$ cat config.mk
export PLATFORM = sky130hd
export DESIGN_NAME = pipelined_ks_adder
export DESIGN_NICKNAME = d
export VERILOG_FILES = /design/src/rtl/ks_pkg.sv /design/src/rtl/ks_prefix_level.sv /design/src/rtl/pipelined_ks_adder.sv
export SDC_FILE = /design/constraint.sdc
export NUM_CORES = 1
export LEC_CHECK = 0
export ABC_AREA = 1
export ABC_CLOCK_PERIOD_IN_PS = 5200
export CAP_MARGIN = 20
export CORE_ASPECT_RATIO = 1.1
export CORE_MARGIN = 2
export CORE_UTILIZATION = 40
export DETAILED_ROUTE_END_ITERATION = 6
export GPL_TIMING_DRIVEN = 0
export PLACE_DENSITY_LB_ADDON = 0.25
export SYNTH_ARGS = -nofsm -noshare
export SYNTH_HDL_FRONTEND = slang
export SYNTH_SLANG_ARGS = --single-unit
export TNS_END_PERCENT = 20
$ cat constraint.sdc
create_clock -name clk -period 5.2 [get_ports clk]
set_clock_uncertainty 0.05 [all_clocks]
set_input_delay 0.52 -clock clk [delete_from_list [all_inputs] [get_ports clk]]
set_output_delay 0.52 -clock clk [all_outputs]
set_load 0.05 [all_outputs]
$ cat src/rtl/ks_pkg.sv
// ks_pkg -- shared definitions for the pipelined Kogge-Stone adder.
//   gp_t    : (generate, propagate) pair carried through the prefix tree
//   clog2   : ceiling log2, used to size the prefix tree
//   nstage  : number of register stages after the operand stage,
//             ceil(log2w / lvl_per_stage)
package ks_pkg;

   typedef struct packed {
      logic g;
      logic p;
   } gp_t;

   function automatic int clog2(input int value);
      int r;
      r = 0;
      for (int i = 0; i < 31; i++) begin
         if ((1 << i) < value) begin
            r = i + 1;
         end
      end
      return r;
   endfunction

   function automatic int nstage(input int log2w, input int lvl_per_stage);
      return (log2w + lvl_per_stage - 1) / lvl_per_stage;
   endfunction

endpackage

$ cat src/rtl/ks_prefix_level.sv
// ks_prefix_level -- one combinational level of a Kogge-Stone prefix tree.
//   gp_in  : WIDTH (G,P) pairs entering level K
//   gp_out : WIDTH (G,P) pairs leaving level K
// Bit i merges with bit i-2^K; bits below 2^K already hold their complete
// group [i:0] and pass through unchanged.
module ks_prefix_level
   import ks_pkg::*;
#(
   parameter int WIDTH = 32,
   parameter int K     = 0
) (
   input  gp_t [WIDTH-1:0] gp_in,
   output gp_t [WIDTH-1:0] gp_out
);

   localparam int DIST = 1 << K;

   genvar gi;
   generate
      for (gi = 0; gi < WIDTH; gi++) begin : g_bit
         if (gi >= DIST) begin : g_merge
            assign gp_out[gi].g = gp_in[gi].g | (gp_in[gi].p & gp_in[gi-DIST].g);
            assign gp_out[gi].p = gp_in[gi].p & gp_in[gi-DIST].p;
         end else begin : g_pass
            assign gp_out[gi] = gp_in[gi];
         end
      end
   endgenerate

endmodule

$ cat src/rtl/pipelined_ks_adder.sv
// pipelined_ks_adder -- pipelined Kogge-Stone adder/subtractor with a
// valid/ready handshake on both sides.
//   clk, rst            : clock, asynchronous active-high reset
//   in_valid / in_ready : operand beat handshake (in_ready = advance enable)
//   a, b, cin, sub      : operands; sub=1 computes a-b and ignores cin
//   out_valid/out_ready : result beat handshake
//   s, cout, ovf, zero  : result, carry out (0 = borrow on subtract),
//                         signed overflow, result-is-zero
// Stage 0 registers the bitwise g/p terms. The prefix levels follow, with a
// register inserted every LVL_PER_STAGE levels; the last group of levels
// feeds the final carry/sum logic directly into the output register.
module pipelined_ks_adder
   import ks_pkg::*;
#(
   parameter int WIDTH         = 32,
   parameter int LVL_PER_STAGE = 2
) (
   input  logic             clk,
   input  logic             rst,
   input  logic             in_valid,
   output logic             in_ready,
   input  logic [WIDTH-1:0] a,
   input  logic [WIDTH-1:0] b,
   input  logic             cin,
   input  logic             sub,
   output logic             out_valid,
   input  logic             out_ready,
   output logic [WIDTH-1:0] s,
   output logic             cout,
   output logic             ovf,
   output logic             zero
);

   localparam int LOG2W  = clog2(WIDTH);
   localparam int NSTAGE = nstage(LOG2W, LVL_PER_STAGE);
   localparam int LAST   = LOG2W - 1;

   logic             en;
   logic [WIDTH-1:0] b_eff;
   logic             cin_eff;
   gp_t  [WIDTH-1:0] gp_first;

   // Stage 0 registers
   gp_t  [WIDTH-1:0] s0_gp_reg;
   logic [WIDTH-1:0] s0_p0_reg;
   logic             s0_cin_reg;
   logic             s0_vld_reg;

   // Per-level view of the pipeline: what enters each prefix level, plus the
   // side-band values (bitwise propagate, carry-in, valid) travelling with it.
   gp_t  [WIDTH-1:0] lvl_in  [0:LOG2W-1];
   gp_t  [WIDTH-1:0] lvl_out [0:LOG2W-1];
   logic [WIDTH-1:0] p0_in   [0:LOG2W-1];
   logic             cin_in  [0:LOG2W-1];
   logic             vld_in  [0:LOG2W-1];

   logic [WIDTH:0]   carry;
   logic [WIDTH-1:0] sum_next;

   // The whole pipe moves together; it only stops when a result is waiting
   // for a consumer that is not ready.
   assign en       = !out_valid || out_ready;
   assign in_ready = en;

   // Subtract is a + ~b + 1, so the forced carry-in replaces cin.
   assign b_eff   = sub ? ~b : b;
   assign cin_eff = sub | cin;

   genvar gi;
   generate
      for (gi = 0; gi < WIDTH; gi++) begin : g_gp
         assign gp_first[gi].g = a[gi] & b_eff[gi];
         assign gp_first[gi].p = a[gi] ^ b_eff[gi];
      end
   endgenerate

   // Data registers are left unreset; only valid bits need a known state.
   always_ff @(posedge clk) begin
      if (en) begin
         s0_gp_reg  <= gp_first;
         s0_p0_reg  <= a ^ b_eff;
         s0_cin_reg <= cin_eff;
      end
   end

   always_ff @(posedge clk or posedge rst) begin
      if (rst) begin
         s0_vld_reg <= 1'b0;
      end else if (en) begin
         s0_vld_reg <= in_valid;
      end
   end

   assign lvl_in[0] = s0_gp_reg;
   assign p0_in[0]  = s0_p0_reg;
   assign cin_in[0] = s0_cin_reg;
   assign vld_in[0] = s0_vld_reg;

   generate
      for (gi = 0; gi < LOG2W; gi++) begin : g_level
         ks_prefix_level #(
            .WIDTH (WIDTH),
            .K     (gi)
         ) u_level (
            .gp_in  (lvl_in[gi]),
            .gp_out (lvl_out[gi])
         );

         if (gi > 0) begin : g_link
            // A register closes each full group of LVL_PER_STAGE levels; the
            // final (possibly shorter) group ends at the output register.
            if ((gi % LVL_PER_STAGE) == 0 && (gi / LVL_PER_STAGE) < NSTAGE) begin : g_reg
               gp_t  [WIDTH-1:0] gp_reg;
               logic [WIDTH-1:0] p0_reg;
               logic             cin_reg;
               logic             vld_reg;

               always_ff @(posedge clk) begin
                  if (en) begin
                     gp_reg  <= lvl_out[gi-1];
                     p0_reg  <= p0_in[gi-1];
                     cin_reg <= cin_in[gi-1];
                  end
               end

               always_ff @(posedge clk or posedge rst) begin
                  if (rst) begin
                     vld_reg <= 1'b0;
                  end else if (en) begin
                     vld_reg <= vld_in[gi-1];
                  end
               end

               assign lvl_in[gi] = gp_reg;
               assign p0_in[gi]  = p0_reg;
               assign cin_in[gi] = cin_reg;
               assign vld_in[gi] = vld_reg;
            end else begin : g_wire
               assign lvl_in[gi] = lvl_out[gi-1];
               assign p0_in[gi]  = p0_in[gi-1];
               assign cin_in[gi] = cin_in[gi-1];
               assign vld_in[gi] = vld_in[gi-1];
            end
         end
      end
   endgenerate

   // After the last level each position holds the group (G,P) over [i:0],
   // so the carry into bit i+1 folds in the carry-in directly.
   assign carry[0] = cin_in[LAST];
   generate
      for (gi = 0; gi < WIDTH; gi++) begin : g_carry
         assign carry[gi+1] = lvl_out[LAST][gi].g | (lvl_out[LAST][gi].p & cin_in[LAST]);
      end
   endgenerate

   assign sum_next = p0_in[LAST] ^ carry[WIDTH-1:0];

   // Result fields only load with a valid beat, so they stay put across
   // bubbles as well as stalls.
   always_ff @(posedge clk or posedge rst) begin
      if (rst) begin
         out_valid <= 1'b0;
         s         <= '0;
         cout      <= 1'b0;
         ovf       <= 1'b0;
         zero      <= 1'b0;
      end else if (en) begin
         out_valid <= vld_in[LAST];
         if (vld_in[LAST]) begin
            s    <= sum_next;
            cout <= carry[WIDTH];
            ovf  <= carry[WIDTH] ^ carry[WIDTH-1];
            zero <= (sum_next == '0);
         end
      end
   end

endmodule

* Word-level counts from Yosys, hierarchy flattened
Index checks and enable logic that the tools add are counted.
Widths: inputs -> output; s select.
** Storage, ports and cells
- Word-level logic and storage cells :: 731
- Bits in registers :: 330
** Operators by class
- Muxes and demuxes :: 1
- Bitwise operators :: 520
- Reductions and logical operators :: 4
** Operators with widths (count)
- $and 1x1->1 :: 322
- $or 1x1->1 :: 162
- $xor 32x32->32 :: 2
- $xor 1x1->1 :: 33
- $logic_not 32->1 :: 1
- $mux 32 :: 1
- $not 32->32 :: 1
- $reduce_and 2->1 :: 1
- $logic_not 1->1 :: 1
- $logic_or 1x1->1 :: 1

* Depth between registers and ports, before layout
Gate-level depths: netlist of the first run.
- Depth in word-level cells :: 5
- Mapped depth :: 12
- Mapped depth without buffers :: 11

* By module
Synthesis of the first run repeated with hierarchy kept, for this count alone.
** Second synthesis, totals
- Cells, all modules :: 1396
- Area total of the unflattened synthesis :: 13794.5 sq um
** By module, submodules not included
- pipelined_ks_adder :: instances 1, area an instance 10908.0 sq um, cells an instance 689
- ks_prefix_level at g_level[0].u_level :: instances 1, area an instance 596.8 sq um, cells an instance 157
- ks_prefix_level at g_level[1].u_level :: instances 1, area an instance 593.1 sq um, cells an instance 154
- ks_prefix_level at g_level[2].u_level :: instances 1, area an instance 585.6 sq um, cells an instance 148
- ks_prefix_level at g_level[3].u_level :: instances 1, area an instance 570.5 sq um, cells an instance 136
- ks_prefix_level at g_level[4].u_level :: instances 1, area an instance 540.5 sq um, cells an instance 112

* Worst setup path after synthesis of the first run
No wires, ideal clock.
- Path kind :: register -> register
- From :: register out_valid
- To :: register zero
- Slack :: 1.717 ns
- Cell stages (with the launch flop) :: 11
- Library setup time :: 0.066 ns
- Data required time :: 5.084 ns
- Path buffers :: 1
- Data arrival time :: 3.367 ns
- Path through :: dfrtp_1 nand2_4 nand2_2 buf_6 nor2_2 nand2_1 nor2_1 nand3_1 nor2_1 nand2_1 nand2_1
** Between the ends
- Cells in the longest elaborated chain, start to end :: 3
** Ends and longest elaborated chain
- start: declaration :: RTL line pipelined_ks_adder.sv:26 : output logic out_valid,
- start signal: assignment :: RTL line pipelined_ks_adder.sv:169 : out_valid <= vld_in[LAST];
- $logic_not 1->1 :: RTL line pipelined_ks_adder.sv:62 : assign en = !out_valid || out_ready;
- $logic_or 1x1->1 :: RTL line pipelined_ks_adder.sv:62
- net in_ready :: RTL line pipelined_ks_adder.sv:21 : output logic in_ready,
- $reduce_and 2->1 (no line)
- end signal: assignment :: RTL line pipelined_ks_adder.sv:174 : zero <= (sum_next == '0);
- end: declaration :: RTL line pipelined_ks_adder.sv:31 : output logic zero
The timed path passes the listed nets, and every way through them passes these cells.
A chain may end at the register's enable or synchronous reset.

* Final worst setup path of the first run
- From :: input port out_ready
- To :: output port in_ready
** Between the ends
- Cells in the longest elaborated chain, start to end :: 1
** Ends and longest elaborated chain
- start: declaration :: RTL line pipelined_ks_adder.sv:27 : input logic out_ready,
- $logic_or 1x1->1 :: RTL line pipelined_ks_adder.sv:62
- end: declaration :: RTL line pipelined_ks_adder.sv:21
Every way passes these cells.

==> results.env, run 1 <==
SYNTH_AREA_LEADERS='edfxtp_1 64%, dfrtp_1 8.1%, nand2_1 6.8%'
ROOT_BUFFER='clkbuf_16'
WIRE_LENGTH_OF_THE_FIRST_GLOBAL_ROUTING_PASS_UM=37700
CRITPATHKIND='in -> out'
LARGEST_REGISTER_FF_COUNT=126
POST-SYNTH-TOP-COUNT-CELL='edfxtp_1'
POWER.STATIC_LEAKAGE_nW=5.77
R2R_SETUP_SLACK_NS=3.31
CRIT_PATH_END_KIND='primary output'
TIMING.CRITICAL_PATH.FANOUT_MAX=75
CTS_SETUP_BUFFERS=0
PORTION_OF_THE_POST_SYNTHESIS_AREA_USED_BY_SEQUENTIAL_ELEMENTS=0.724
CTS.PATH.MAX_BUFFERS=3
NETS=1191
GRT_MAX_DEGREE=126
START_UTIL=0.406
GRT_SETUP_UNREPAIRED='false'
MAPPEDNETLISTAREA_UM2=12000
CRIT_PATH_TOP_DELAY_CELL='clkdlybuf4s50_1'
GRT_PASS1_VIAS=6989
HOLD_VIOLATIONS=0
PLACE_HPWL_UM=18200
NUM_ROWS=66
SYNTH_COMMONEST_CELLS='257 x edfxtp_1, 218 x nand2_1, 77 x nor2_1'
CRITPATHMOSTFREQUENTCELL='clkdlybuf4s50_1'
SYNTH-SEQ-CELLS=296
CTS_RESIZED=0
MAX_SLEW.WORST_PIN.SLEW_NS=0.795
VIAS_PER_CELL=4.82
POWER.DENSITY_nW_PER_UM2=596
CTSHTREEMAXLEVEL=1
CRITICAL_PATH.MAX_STAGE_DELAY_NS=0.88
YOSYSTOPAREACELLSHARE=0.643
INSERTEDDIODECOUNT=0
TOTAL_WIRE_LENGTH_AFTER_DETAILED_ROUTING_UM=24300
DRIVE_ABOVE_1_SHARE=0.0649
SYNTH_AREA_LEADER_CELL='edfxtp_1'
CRITPATHARRIVALTIME_NS=2.79
FIRST_ITER_VIOLATIONS=560
STARTPOINT_TYPE='input pin'
ANTENNA_FOUND_INITIAL=0
CHIPHEIGHT_UM=186
CRITICAL_PATH.CELL_CHAIN='clkdlybuf4s50_1, inv_1, nand2_8, buf_16, clkdlybuf4s50_1'
IO_PINS=107
CLOCK_PIN_SLEW_ON_THE_WORST_SETUP_AND_HOLD_PATHS_NS=0.06
OVERALL_OVERFLOW_REMAINING_AFTER_GLOBAL_ROUTE=0
CTS_NUM_SINKS=296
CLOCK.FMAX_GHz=0.298
DETAIL-ROUTE-ANTENNA-NETS=0
WORSTSKEWPAIRLATENCY_NS=0.55
TIMING.FINAL.SETUP_VIOLATIONS=0
REGTOREGSTARTPOINT='out_valid$_DFFE_PP0N_'
MIN_PATH_TYPE='reg -> reg'
POST-ROUTE-PERIOD-UTIL=0.646
SLEW-LIMIT-HEADROOM=0.469
PLACE.GP.CONGESTION=0.826
SLEW_VIOL_FINAL=0
SYNTH_FLOP_CELL='edfxtp_1'
PORT-BUFFER-COUNT=105
POSTSYNTH.ASYNCRESETSHARE=0.132
NETLIST_INSTANCES=950
CTS.HOLD.BUFFERS_ADDED=0
ROUTE.DETAILED.DRC=0
WORSTREG2REGEND='zero$_DFFE_PP0P_'
CORE_UM2=29600
TIMING.FINAL.CRIT_PERIOD_NS=3.36
CRIT_PATH_END='in_ready'
COUNT_OF_UNIQUE_LIBRARY_CELLS_INSTANTIATED_BY_YOSYS=24
PLACED_CELL_AREA_UM2=13600
CTS_INSERTED_BUFFERS=29
GLOBALROUTETOTALUTIL=0.158
MAXCAPVIOLATIONS=0
HOLD_PATH.STARTPOINT='g_level[2].g_link.g_reg.p0_reg[18]$_DFFE_PN_'
DETAILROUTE.VIA_COUNT=7146
VDD_IR_DROP_MAX_mV=0.265
SYNTH_WARNINGS=0
CP.REQUIRED_NS=4.63
R2R.WORST_PATH.CELLS=10
CHIPWIDTH_UM=169
SYNTH_AREA_PER_CELL_UM2=12.6
LAYOUT.CELL_AREA.NON_FILLER_UM2=14500
N_FILL_CELL=2584
SYNTH_ENABLE_FLOP_CELLS=257
SYNTH_NETS=1053
DIE_AREA_UM2=31400
NUMBER_OF_ITERATIONS_IN_THE_FIRST_DETAILED_ROUTING_PASS=5
STARTPOINT='out_ready'
OUTCOME='completed'
AREA.GROWTH.SYNTH_TO_FINAL_PCT=20.5
CLOCK_TREE_FROM_TRITONCTS='done'
HOLD_SLACK_NS=0.365
WIRE_PER_INST_UM=16.4
==> power by group <==
part | total (mW) | internal, mW | switching [mW]
combinational | 2.39 | 0.777 | 1.61
sequential | 4.26 | 3.70 | 0.557
clock | 1.97 | 1.12 | 0.851
total | 8.62 | 5.60 | 3.02
==> cell type report <==
cell class	count	area [um2]	share of cell area
Clock inverter	15	124	0.00856
Inverter	63	236	0.0163
Tap cell	374	468	0.0323
Buffer	13	75.1	0.00519
Timing Repair Buffer	107	1110	0.0764
Sequential cell	296	8690	0.601
Clock buffer	38	759	0.0525
Multi-Input combinational cell	578	3010	0.208
==> how the worst min path moves through the flow <==
stage / endpoint / depth (start not counted)
after floorplan: g_level[2].g_link.g_reg.cin_reg$_DFFE_PN_ / 0
after global placement: g_level[4].g_link.g_reg.p0_reg[25]$_DFFE_PN_ / 0
after detailed placement: g_level[4].g_link.g_reg.p0_reg[16]$_DFFE_PN_ / 0
after CTS: g_level[4].g_link.g_reg.p0_reg[18]$_DFFE_PN_ / 0
after global routing: g_level[4].g_link.g_reg.p0_reg[12]$_DFFE_PN_ / 0
final: g_level[4].g_link.g_reg.p0_reg[18]$_DFFE_PN_ / 0
==> worst max-delay path: cells and delay by family <==
kind / cells / cell delay [ns]
AND/OR/NAND/NOR: 1 / 0.37
buffers and inverters: 4 / 1.80
==> through the flow <==
| stage | cells | util | setup WS [ns] | setup TNS [ns] | total power, mW |
|---|---|---|---|---|---|
| 6_report | 1484 | 0.490 | 1.84 | 0 | 8.62 |
| 2_1_floorplan | 950 | - | 1.72 | 0 | 5.72 |
| 3_5_place_dp | 1431 | 0.460 | 1.83 | 0 | 6.73 |
| 5_1_grt | 1484 | 0.490 | 1.72 | 0 | 9.14 |
| 3_3_place_gp | 1429 | 0.458 | -0.0314 | -0.0314 | 6.69 |
| 4_1_cts | 1484 | 0.490 | 1.83 | 0 | 8.70 |
==> cell families after synthesis <==
kind of cell / Yosys count / share of synthesized area
flops: 296 / 0.724
fa+ha+maj: 33 / 0.0344
simple gates: 360 / 0.123
buf+inv: 76 / 0.0259
xor+xnor: 41 / 0.0299
compound gates: 144 / 0.0624
==> cells in the final DEF, fill, tap and decap left out, types with 2 or more instances in the layout <==
cell type,n
clkdlybuf4s50_1,105
edfxtp_1,257
nand2_1,218
clkbuf_1,13
o31ai_1,5
or2_2,13
buf_2,6
nor3_1,5
xor2_1,36
dfrtp_1,39
bufinv_16,2
nand3b_1,7
nand2_2,5
clkinv_2,7
xnor2_1,5
buf_16,2
buf_6,2
a21oi_1,60
o21ai_0,72
a21o_1,6
ha_1,33
clkbuf_16,29
nand3_1,33
inv_1,62
clkinv_1,4
nor2_1,77
==> layer usage <==
| metal | up-vias | wire (um) | track usage | share of wire |
|---|---|---|---|---|
| met3 | 40 | 1270 | 0.0223 | 0.052 |
| met2 | 199 | 11500 | 0.266 | 0.48 |
| li1 | 3585 | - | - | - |
| met4 | 0 | 585 | 0.0479 | 0.024 |
| met5 | - | 0 | 0 | 0 |
| met1 | 3322 | 10900 | 0.214 | 0.45 |
Note: power is estimated with default switching activity, not from simulation.
==> run 2, diff against run 1 <==
ABC_CLOCK_PERIOD_IN_PS = 3500   (was 5200)
clock period = 3.5 ns   (was 5.2 ns; I/O delays follow)
==> results of run 2 <==
The final DEF is identical to that of run 1. Status: completed.
Main changes from that run: setup slack after placement 1.83 ns -> 0.468 ns; setup slack after layout 1.84 ns -> 0.389 ns; hold slack 0.365 ns -> 0.235 ns; start point of the critical path out_ready -> out_valid$_DFFE_PP0N_; register-to-register setup slack 3.31 ns -> 1.61 ns; total power 8.62 mW -> 12.8 mW; worst IR drop on VDD 0.265 mV -> 0.393 mV
